### src/rtl/usb_pkg.sv
// Shared USB link-layer constants: CRC16 parameters and DATA PID codes.
// Latency: n/a (constants only).
// Backpressure: n/a.
package usb_pkg;

  // Reflected CRC16 (x^16+x^15+x^2+1), processed LSB first.
  localparam logic [15:0] CRC16_INIT       = 16'hFFFF;
  localparam logic [15:0] CRC16_POLY_R     = 16'hA001;
  // Register value left after running a correct packet's own CRC bytes through.
  localparam logic [15:0] CRC16_RESIDUAL_R = 16'hB001;

  typedef enum logic [7:0] {
    PID_DATA0 = 8'hC3,
    PID_DATA1 = 8'h4B,
    PID_DATA2 = 8'h87,
    PID_MDATA = 8'h0F
  } pid_e;

endpackage

### src/rtl/crc16_strip_r_if.sv
// Byte-stream handshake bundle around the CRC16 strip stage (input and output side).
// Latency: n/a (wires only).
// Backpressure: valid/ready on both sides; a beat moves when valid & ready.
interface crc16_strip_r_if #(
  parameter int CNT_W = 11
);
  logic             in_sop;
  logic             in_eop;
  logic             in_valid;
  logic             in_ready;
  logic [7:0]       in_data;
  logic             out_sop;
  logic             out_eop;
  logic             out_valid;
  logic             out_ready;
  logic [7:0]       out_data;
  logic             out_err;
  logic [CNT_W-1:0] pkt_len;

  // Upstream byte source plus downstream sink, i.e. the environment of the stage.
  modport master (
    output in_sop, in_eop, in_valid, in_data, out_ready,
    input  in_ready, out_sop, out_eop, out_valid, out_data, out_err, pkt_len
  );

  // The strip stage itself.
  modport slave (
    input  in_sop, in_eop, in_valid, in_data, out_ready,
    output in_ready, out_sop, out_eop, out_valid, out_data, out_err, pkt_len
  );
endinterface

### src/rtl/crc16_byte_r.sv
// One-byte update of the reflected USB CRC16, eight shift steps unrolled.
// Latency: purely combinational.
// Backpressure: none; caller decides when to register the result.
module crc16_byte_r
  import usb_pkg::*;
(
  input  logic [15:0] crc_in,
  input  logic [7:0]  data,
  output logic [15:0] crc_out
);

  // Fold the byte into the low bits, then shift right eight times LSB first.
  always_comb begin
    crc_out = crc_in ^ {8'h00, data};
    for (int i = 0; i < 8; i++) begin
      crc_out = crc_out[0] ? ((crc_out >> 1) ^ CRC16_POLY_R) : (crc_out >> 1);
    end
  end

endmodule

### src/rtl/crc16_strip_r.sv
// RX DATA packet stage: checks CRC16, strips the two CRC bytes, flags errors on EOP.
// Latency: a byte leaves the output register 2 accepted bytes after it entered.
// Backpressure: out_ready stalls the output register; in_ready drops once the 2-byte buffer is full.
module crc16_strip_r
  import usb_pkg::*;
#(
  parameter int MAX_PAYLOAD = 1023,
  parameter int CNT_W       = 11
) (
  input logic            clk,
  input logic            rst,
  crc16_strip_r_if.slave io
);

  localparam logic [1:0] ST_IDLE  = 2'd0;
  localparam logic [1:0] ST_RUN   = 2'd1;
  localparam logic [1:0] ST_ABORT = 2'd2;

  logic [1:0]       state;
  logic [7:0]       b0;
  logic [7:0]       b1;
  logic [1:0]       buf_cnt;
  logic [15:0]      crc;
  logic [15:0]      crc_nxt;
  logic [CNT_W-1:0] cnt;
  logic [CNT_W-1:0] cnt_nxt;
  logic [CNT_W-1:0] len_nxt;
  logic             emitted;   // some byte of the current packet already left the stage

  logic             out_valid_q;
  logic             out_sop_q;
  logic             out_eop_q;
  logic             out_err_q;
  logic [7:0]       out_data_q;
  logic [CNT_W-1:0] pkt_len_q;

  logic             out_ld;
  logic             abort_req;
  logic             acc;
  logic             crc_good;
  logic             len_over;

  crc16_byte_r u_crc (
    .crc_in  (crc),
    .data    (io.in_data),
    .crc_out (crc_nxt)
  );

  assign out_ld    = !out_valid_q || io.out_ready;
  // A new sop after bytes went downstream must first close the old packet, so hold it off.
  assign abort_req = (state == ST_RUN) && io.in_valid && io.in_sop && emitted;
  assign io.in_ready = ((state == ST_RUN) || (state == ST_IDLE)) &&
                       ((buf_cnt < 2'd2) || out_ld) && !abort_req;
  assign acc       = io.in_valid && io.in_ready;
  assign cnt_nxt   = cnt + CNT_W'(1);
  // The two CRC bytes are counted too; strip them from the reported length.
  assign len_nxt   = cnt_nxt - CNT_W'(2);
  assign crc_good  = (crc_nxt == CRC16_RESIDUAL_R);
  assign len_over  = (len_nxt > CNT_W'(MAX_PAYLOAD));

  assign io.out_valid = out_valid_q;
  assign io.out_sop   = out_sop_q;
  assign io.out_eop   = out_eop_q;
  assign io.out_err   = out_err_q;
  assign io.out_data  = out_data_q;
  assign io.pkt_len   = pkt_len_q;

  // Packet FSM, 2-byte delay buffer, CRC/count accumulation and the output register.
  always_ff @(posedge clk) begin
    if (rst) begin
      state       <= ST_IDLE;
      b0          <= '0;
      b1          <= '0;
      buf_cnt     <= '0;
      crc         <= CRC16_INIT;
      cnt         <= '0;
      emitted     <= 1'b0;
      out_valid_q <= 1'b0;
      out_sop_q   <= 1'b0;
      out_eop_q   <= 1'b0;
      out_err_q   <= 1'b0;
      out_data_q  <= '0;
      pkt_len_q   <= '0;
    end else begin
      if (out_ld) out_valid_q <= 1'b0;
      case (state)
        ST_IDLE: begin
          // Only a sop byte opens a packet; sop+eop on one byte is a runt.
          if (acc && io.in_sop && !io.in_eop) begin
            b0      <= io.in_data;
            buf_cnt <= 2'd1;
            crc     <= CRC16_INIT;
            cnt     <= '0;
            emitted <= 1'b0;
            state   <= ST_RUN;
          end
        end
        ST_RUN: begin
          if (abort_req) begin
            state <= ST_ABORT;
          end else if (acc && io.in_sop) begin
            // Nothing left yet: restart on the new PID in place.
            b0      <= io.in_data;
            buf_cnt <= 2'd1;
            crc     <= CRC16_INIT;
            cnt     <= '0;
            if (io.in_eop) begin
              buf_cnt <= '0;
              state   <= ST_IDLE;
            end
          end else if (acc) begin
            crc <= crc_nxt;
            cnt <= cnt_nxt;
            if (buf_cnt == 2'd2) begin
              out_valid_q <= 1'b1;
              out_data_q  <= b0;
              out_sop_q   <= !emitted;
              out_eop_q   <= io.in_eop;
              out_err_q   <= io.in_eop && (!crc_good || len_over);
              pkt_len_q   <= io.in_eop ? len_nxt : '0;
              emitted     <= 1'b1;
              b0          <= b1;
              b1          <= io.in_data;
            end else begin
              if (buf_cnt == 2'd0) b0 <= io.in_data;
              else                 b1 <= io.in_data;
              buf_cnt <= buf_cnt + 2'd1;
            end
            // eop with a non-full buffer is a runt: nothing was ejected, just drop it.
            if (io.in_eop) begin
              buf_cnt <= '0;
              state   <= ST_IDLE;
            end
          end
        end
        ST_ABORT: begin
          // Close the half-sent packet with the oldest buffered byte, drop the other.
          if (out_ld) begin
            out_valid_q <= 1'b1;
            out_data_q  <= b0;
            out_sop_q   <= 1'b0;
            out_eop_q   <= 1'b1;
            out_err_q   <= 1'b1;
            pkt_len_q   <= cnt;
            buf_cnt     <= '0;
            state       <= ST_IDLE;
          end
        end
        default: state <= ST_IDLE;
      endcase
    end
  end

endmodule

### src/flat_wrapper.sv
// flat-port wrapper written by rule: the top's interface ports become plain ports
module crc16_strip_r_flat import usb_pkg::*;
#(
  parameter int MAX_PAYLOAD = 1023,
  parameter int CNT_W       = 11
)
  (clk, rst, io_in_sop, io_in_eop, io_in_valid, io_in_data, io_out_ready, io_in_ready, io_out_sop, io_out_eop, io_out_valid, io_out_data, io_out_err, io_pkt_len);
  crc16_strip_r_if #(.CNT_W(CNT_W)) io_i ();
  input logic clk;
  input logic rst;
  input wire logic [$bits(io_i.in_sop)-1:0] io_in_sop;
  input wire logic [$bits(io_i.in_eop)-1:0] io_in_eop;
  input wire logic [$bits(io_i.in_valid)-1:0] io_in_valid;
  input wire logic [$bits(io_i.in_data)-1:0] io_in_data;
  input wire logic [$bits(io_i.out_ready)-1:0] io_out_ready;
  output wire logic [$bits(io_i.in_ready)-1:0] io_in_ready;
  output wire logic [$bits(io_i.out_sop)-1:0] io_out_sop;
  output wire logic [$bits(io_i.out_eop)-1:0] io_out_eop;
  output wire logic [$bits(io_i.out_valid)-1:0] io_out_valid;
  output wire logic [$bits(io_i.out_data)-1:0] io_out_data;
  output wire logic [$bits(io_i.out_err)-1:0] io_out_err;
  output wire logic [$bits(io_i.pkt_len)-1:0] io_pkt_len;
  assign io_i.in_sop = io_in_sop;
  assign io_i.in_eop = io_in_eop;
  assign io_i.in_valid = io_in_valid;
  assign io_i.in_data = io_in_data;
  assign io_i.out_ready = io_out_ready;
  assign io_in_ready = io_i.in_ready;
  assign io_out_sop = io_i.out_sop;
  assign io_out_eop = io_i.out_eop;
  assign io_out_valid = io_i.out_valid;
  assign io_out_data = io_i.out_data;
  assign io_out_err = io_i.out_err;
  assign io_pkt_len = io_i.pkt_len;
  crc16_strip_r #(.MAX_PAYLOAD(MAX_PAYLOAD), .CNT_W(CNT_W)) u_core (.clk(clk), .rst(rst), .io(io_i));
endmodule
### config.mk
export PLATFORM = sky130hd
export DESIGN_NAME = crc16_strip_r_flat
export DESIGN_NICKNAME = d
export VERILOG_FILES = /design/src/rtl/usb_pkg.sv /design/src/rtl/crc16_strip_r_if.sv /design/src/rtl/crc16_byte_r.sv /design/src/rtl/crc16_strip_r.sv /design/src/flat_wrapper.sv
export SDC_FILE = /design/constraint.sdc
export NUM_CORES = 1
export LEC_CHECK = 0
export ABC_AREA = 0
export ABC_CLOCK_PERIOD_IN_PS = 3400
export CORE_MARGIN = 2
export CORE_UTILIZATION = 30
export DETAILED_ROUTE_END_ITERATION = 10
export PLACE_DENSITY_LB_ADDON = 0.3
export SETUP_SLACK_MARGIN = 0.3
export SYNTH_ARGS = -nofsm -noshare
export SYNTH_HDL_FRONTEND = slang
export SYNTH_HIERARCHICAL = 1
export SYNTH_SLANG_ARGS = --single-unit
### constraint.sdc
create_clock -name clk -period 3.4 [get_ports clk]
set_input_delay 0.51 -clock clk [delete_from_list [all_inputs] [get_ports clk]]
set_output_delay 0.51 -clock clk [all_outputs]
set_load 0.02 [all_outputs]
### After elaboration in Yosys (flattened, before gate mapping)

Cells that the tools add are included.

* multiplexer cells: 84
* magnitude comparators: 2
* equal/unequal tests: 15
* reduce and logical (&&, ||, !) cells: 30
* add/sub/neg operators: 3
* bitwise operators: 11

Operators with widths (count)
* $mux W16: 12
* $mux W11: 10
* $mux W8: 13
* $pmux W11 S2: 2
* $pmux W16 S2: 1
* $pmux W8 S2: 2
* $mux W1: 26
* $not A2 Y3: 8
* $mux W2: 11
* $reduce_and A6 Y1: 3
* $eq A16 B16 Y1 const B: 1
* $xor A16 B8 Y16: 1
* $pmux W2 S3: 2
* $add A11 B1 Y11 const B: 1
* $gt A11 B10 Y1 const B: 1
* $sub A11 B2 Y11 const B: 1
* $pmux W1 S2: 5
* $reduce_and A5 Y1: 2
* $logic_and A1 B1 Y1: 9
* $ne A2 B2 Y1 const B: 4
* $ne A4 B4 Y1 const B: 2
* $ne A2 B1 Y1 const B: 3
* $logic_not A1 Y1: 5
* $eq A2 B2 Y1 const B: 2
* 12 further kinds: 18

* bits in registers: 71
* output and inout port bits: 24
* input bits: 14

### Longest topological paths before layout

* depth in word-level cells: 26
* gate-level depth with buffers: 12

### Hierarchy

The synthesis kept the hierarchy.

Modules (own cells, without submodules)
* crc16_strip_r: area each 3932.5 sq um, sequential area each 1421.4 sq um, cells an instance 477, times used 1
* crc16_byte_r: area each 284.0 sq um, sequential area each 0.0 sq um, cells an instance 29, times used 1

### Worst setup path after synthesis

Ideal clock, no wire load.

* path type: input -> register
* start point: input io_in_data[2]
* end point: register u_core.out_err_q, in the netlist u_core/io.out_err
* arrival: 2.399 ns
* cell stages on the path: 8
* buffers on the path: 0
* slack: 0.879 ns
* library setup time: 0.122 ns
* path through: xnor2_1 > xor2_1 > xor2_1 > xnor2_1 > nor4_1 > nand2_1 > or4_1 > o32a_1

RTL lines
* start, declared: line flat_wrapper.sv:14 `input wire logic [$bits(io_i.in_data)-1:0] io_in_data;`
* $xor A16 B8 Y16 (*): line crc16_byte_r.sv:14 `crc_out = crc_in ^ {8'h00, data};`
* $mux W16 (*): line crc16_byte_r.sv:16 `crc_out = crc_out[0] ? ((crc_out >> 1) ^ CRC16_POLY_R) : (crc_out >> 1);`
* $not A2 Y3 (no source line)
* $mux W16 (*) (7 in series): line crc16_byte_r.sv:16
* net u_core.crc_nxt[8]: line crc16_strip_r.sv:24 `logic [15:0] crc_nxt;`
* $eq A16 B16 Y1 (*): line crc16_strip_r.sv:58 `assign crc_good = (crc_nxt == CRC16_RESIDUAL_R);`
* $logic_not A1 Y1 (*): line crc16_strip_r.sv:119 `out_err_q <= io.in_eop && (!crc_good || len_over);`
* $logic_or A1 B1 Y1 (*): line crc16_strip_r.sv:119
* $logic_and A1 B1 Y1 (*): line crc16_strip_r.sv:119
* $mux W1 (*): line crc16_strip_r.sv:114 `if (buf_cnt == 2'd2) begin`
* $mux W1 (*): line crc16_strip_r.sv:111 `end else if (acc) begin`
* $mux W1 (*): line crc16_strip_r.sv:101 `end else if (acc && io.in_sop) begin`
* $mux W1 (*): line crc16_strip_r.sv:99 `if (abort_req) begin`
* $pmux W1 S2 (*): line crc16_strip_r.sv:86 `case (state)`
* end signal, assigned: line crc16_strip_r.sv:119
* end, declared: line crc16_strip_r.sv:33 `logic out_err_q;`

The timed path passes the listed nets; every way through them passes the cells marked *. The select of a mux whose other input is x is not followed.
A chain may end at the register's enable or synchronous reset.

### Worst setup path after layout

Same ends and word-level chain as after synthesis.

==> flow_summary.json <==
{
  "syn_to_final_growth_pct": 18.04,
  "grt_usage_pct": 14.36,
  "antenna_cells": 0,
  "worstPathArrival_ns": 3.11,
  "outcome": "complete, no violations",
  "hold_path_class": "reg2reg",
  "post-route-period-util_pct": 85.06,
  "synth_area_leaders": "dfxtp_1 (34%), nor2_1 (6.3%), xnor2_1 (5.8%)",
  "required_ns": 3.62,
  "met2_usage_pct": 23.54,
  "die-area_mm2": 0.01502,
  "synth_nets": 530,
  "crit_end": "u_core/io.out_err$_SDFFE_PP0P_",
  "synth-edff-count": 0,
  "wl_per_cell_um": 14.84,
  "grt.busiest_layer": "met2",
  "core.rowCount": 43,
  "rrSetupSlack_ns": 0.59,
  "synth_top_area_share_pct": 33.71,
  "cp-end-kind": "flip-flop",
  "htreeDepth": 3,
  "coreArea_mm2": 0.01383,
  "grt_pass1_wl_um": 17050,
  "clock-sinks": 71,
  "cts_tree": "yes",
  "cts_buffers": 9,
  "die_h_um": 122.6,
  "drive_gt1_share_pct": 10.67,
  "critPathLaunch": "io_in_data[2]",
  "grtUsageMet1_pct": 19.02,
  "fin_crit_ns": 2.892,
  "cts_buffer_depth": 2,
  "netlist-cell-type-count": 66,
  "grt_pass1_vias": 3392,
  "p_leak_uw": 0.001802,
  "rr_endpoint": "u_core/io.out_err$_SDFFE_PP0P_",
  "crit_type": "in2reg",
  "overflow": 0,
  "io_buffers": 37,
  "max_freq_mhz": 345.8,
  "nFillCells": 1399,
  "rsz0062_at_grt": "no",
  "drtIter0Drc": 206,
  "start_util_pct": 30.49,
  "synth_top_cell_by_area": "dfxtp_1",
  "dr_total_vias": 3585,
  "fin_ws_ns": 0.5078,
  "routed_wl_um": 10460,
  "worstPathMaxFanout": 4,
  "synth_warnings": 6,
  "setup_viol": 0,
  "worstMarginPinSlew_ns": 0.6441,
  "slew_viol_final": 0,
  "fp.dieW_um": 122.6,
  "finClkSkew_ns": 0.005854,
  "cts_hold_buffers": 0,
  "seq_area_mm2": 0.001421,
  "grt_max_degree": 39,
  "start_kind": "input port",
  "synth_ff_type": "dfxtp_1",
  "ys_seq_area_share_pct": 33.71,
  "finalHoldViolCount": 0,
  "drc": 0,
  "yosys-top-cells-count": "dfxtp_1 (71), nor2_1 (71), nor3_1 (36), nand2_1 (35), xnor2_1 (28)",
  "pre_cts_slack_ns": 0.2301,
  "final_nets": 545,
  "antenna_found_initial": 0,
  "first_pass_iters": 5,
  "multi_input_area_mm2": 0.002555,
  "worstRegToRegCells": 11,
  "clkTransAtPathRegs_ns": 0.06,
  "grt_use_met3_pct": 2.277,
  "viasPerCell": 5.085,
  "tns_ns": 0,
  "r2r_start": "u_core/cnt[1]$_SDFFE_PP0P_",
  "synth_seq_cells": 71,
  "syn_area_per_cell_um2": 8.333,
  "clockRootBuffer": "clkbuf_16",
  "netlist_instances": 506,
  "drtAntennaViolNets": 0,
  "hpwl_um": 7407,
  "power_density_mw_per_mm2": 443.4,
  "gp_congestion": 0.8516,
  "async_flop_share_pct": 0,
  "vdd_drop_max_uv": 286.7,
  "syn-cell-area_mm2": 0.004217,
  "maxSlewHeadroom_pct": 57.06,
  "cap_violations": 0,
  "clk_latency_ns": 0.34,
  "ioPinCount": 38
}
area by class of cell:
class                   count  area share (%)
multi-input cells         383           51.33
flip-flops and latches     71           28.56
repair buffers             48           9.000
clock buffers              10           4.801
well taps                 180           4.525
clock inverters             5           1.181
inverters                   8          0.6033
how the worst min path moves through the flow:
stage,start,slack [ns],to,cells past startpoint
2_1_floorplan,u_core/b1[0]$_SDFFE_PP0P_,0.45,u_core/b0[0]$_SDFFE_PP0P_,2
3_3_place_gp,u_core/b1[7]$_SDFFE_PP0P_,0.47,u_core/b0[7]$_SDFFE_PP0P_,2
3_5_place_dp,u_core/b1[7]$_SDFFE_PP0P_,0.47,u_core/b0[7]$_SDFFE_PP0P_,2
4_1_cts,u_core/b1[7]$_SDFFE_PP0P_,0.48,u_core/b0[7]$_SDFFE_PP0P_,2
5_1_grt,u_core/b1[5]$_SDFFE_PP0P_,0.50,u_core/b0[5]$_SDFFE_PP0P_,2
6_report,u_core/b1[7]$_SDFFE_PP0P_,0.48,u_core/b0[7]$_SDFFE_PP0P_,2
logic make-up after synthesis:
logic type | share of synthesized area (%)
buf+inv | 6.320
mux | 4.570
xor+xnor | 10.21
flops | 33.71
compound gates | 16.74
simple gates | 25.49
fa+ha+maj | 2.967
metrics by stage:
| stage | util [%] | hold WS [ns] | instance area, um^2 | total power [uW] | instances |
|---|---|---|---|---|---|
| after global routing | 36.00 | 0.5012 | 4977 | 2304 | 705 |
| final | 36.00 | 0.4773 | 4977 | 2207 | 705 |
| after floorplan | - | 0.4542 | 4217 | 1177 | 506 |
| after detailed placement | 33.80 | 0.4686 | 4673 | 1272 | 690 |
| after CTS | 35.95 | 0.4772 | 4971 | 2230 | 705 |
| after global placement | 33.80 | 0.4670 | 4673 | 1267 | 690 |
power by group:
group | total, uW | leakage [uW] | switching, uW | internal, uW
Sequential | 880 | 0.000574 | 18.6 | 861
Clock | 948 | 0.000141 | 365 | 583
Combinational | 379 | 0.00109 | 235 | 144
Total | 2210 | 0.00180 | 618 | 1590
cells in the final DEF, fill, tap and decap left out, drive strengths merged, types with 3 or more instances in the layout:
cell type      instances
buf                   12
clkdlybuf4s50         36
mux2i                 17
a311oi                10
nor3b                  3
a211oi                 5
clkbuf                10
nand4                  5
xnor2                 31
nand3b                 4
nor2                  74
nor4                   7
nand2b                 3
nand2                 36
nand3                 14
xor2                  13
a221oi                 7
o31ai                  4
a21o                   6
dfxtp                 71
and3                   3
nor2b                  3
or3                    6
inv                    8
o21bai                16
nor3                  41
a21oi                 26
o21ai                 10
ha                    10
sequential cells by signal, summed over array words and instances, names as in the netlist:
| name | count |
|---|---|
| u_core/io.pkt_len | 11 |
| u_core/io.out_eop | 1 |
| u_core/crc | 16 |
| u_core/io.out_data | 8 |
| u_core/emitted | 1 |
| u_core/io.out_err | 1 |
| u_core/io.out_sop | 1 |
| u_core/cnt | 11 |
| u_core/b1 | 8 |
| u_core/io.out_valid | 1 |
| u_core/state | 2 |
| u_core/b0 | 8 |
| u_core/buf_cnt | 2 |
routing by layer:
| metal | wire, um | vias to the layer above |
|---|---|---|
| li1 | - | 1818 |
| met1 | 5030 | 1679 |
| met5 | 0 | - |
| met2 | 4925 | 76 |
| met3 | 340 | 12 |
| met4 | 163 | 0 |
worst max-delay path: stages:
cell             delay (ns)
clkdlybuf4s50_1        0.48
xnor2_1                0.30
xor2_1                 0.40
xor2_1                 0.22
xnor2_1                0.10
nor4_1                 0.27
nand2_1                0.07
or4_1                  0.47
o32a_1                 0.29
what timing repair did:
action	CTS	global route
setup buffers	0	0
resized for setup	0	2
setup endpoints to repair	0	2
(Power assumes the default switching activity.)
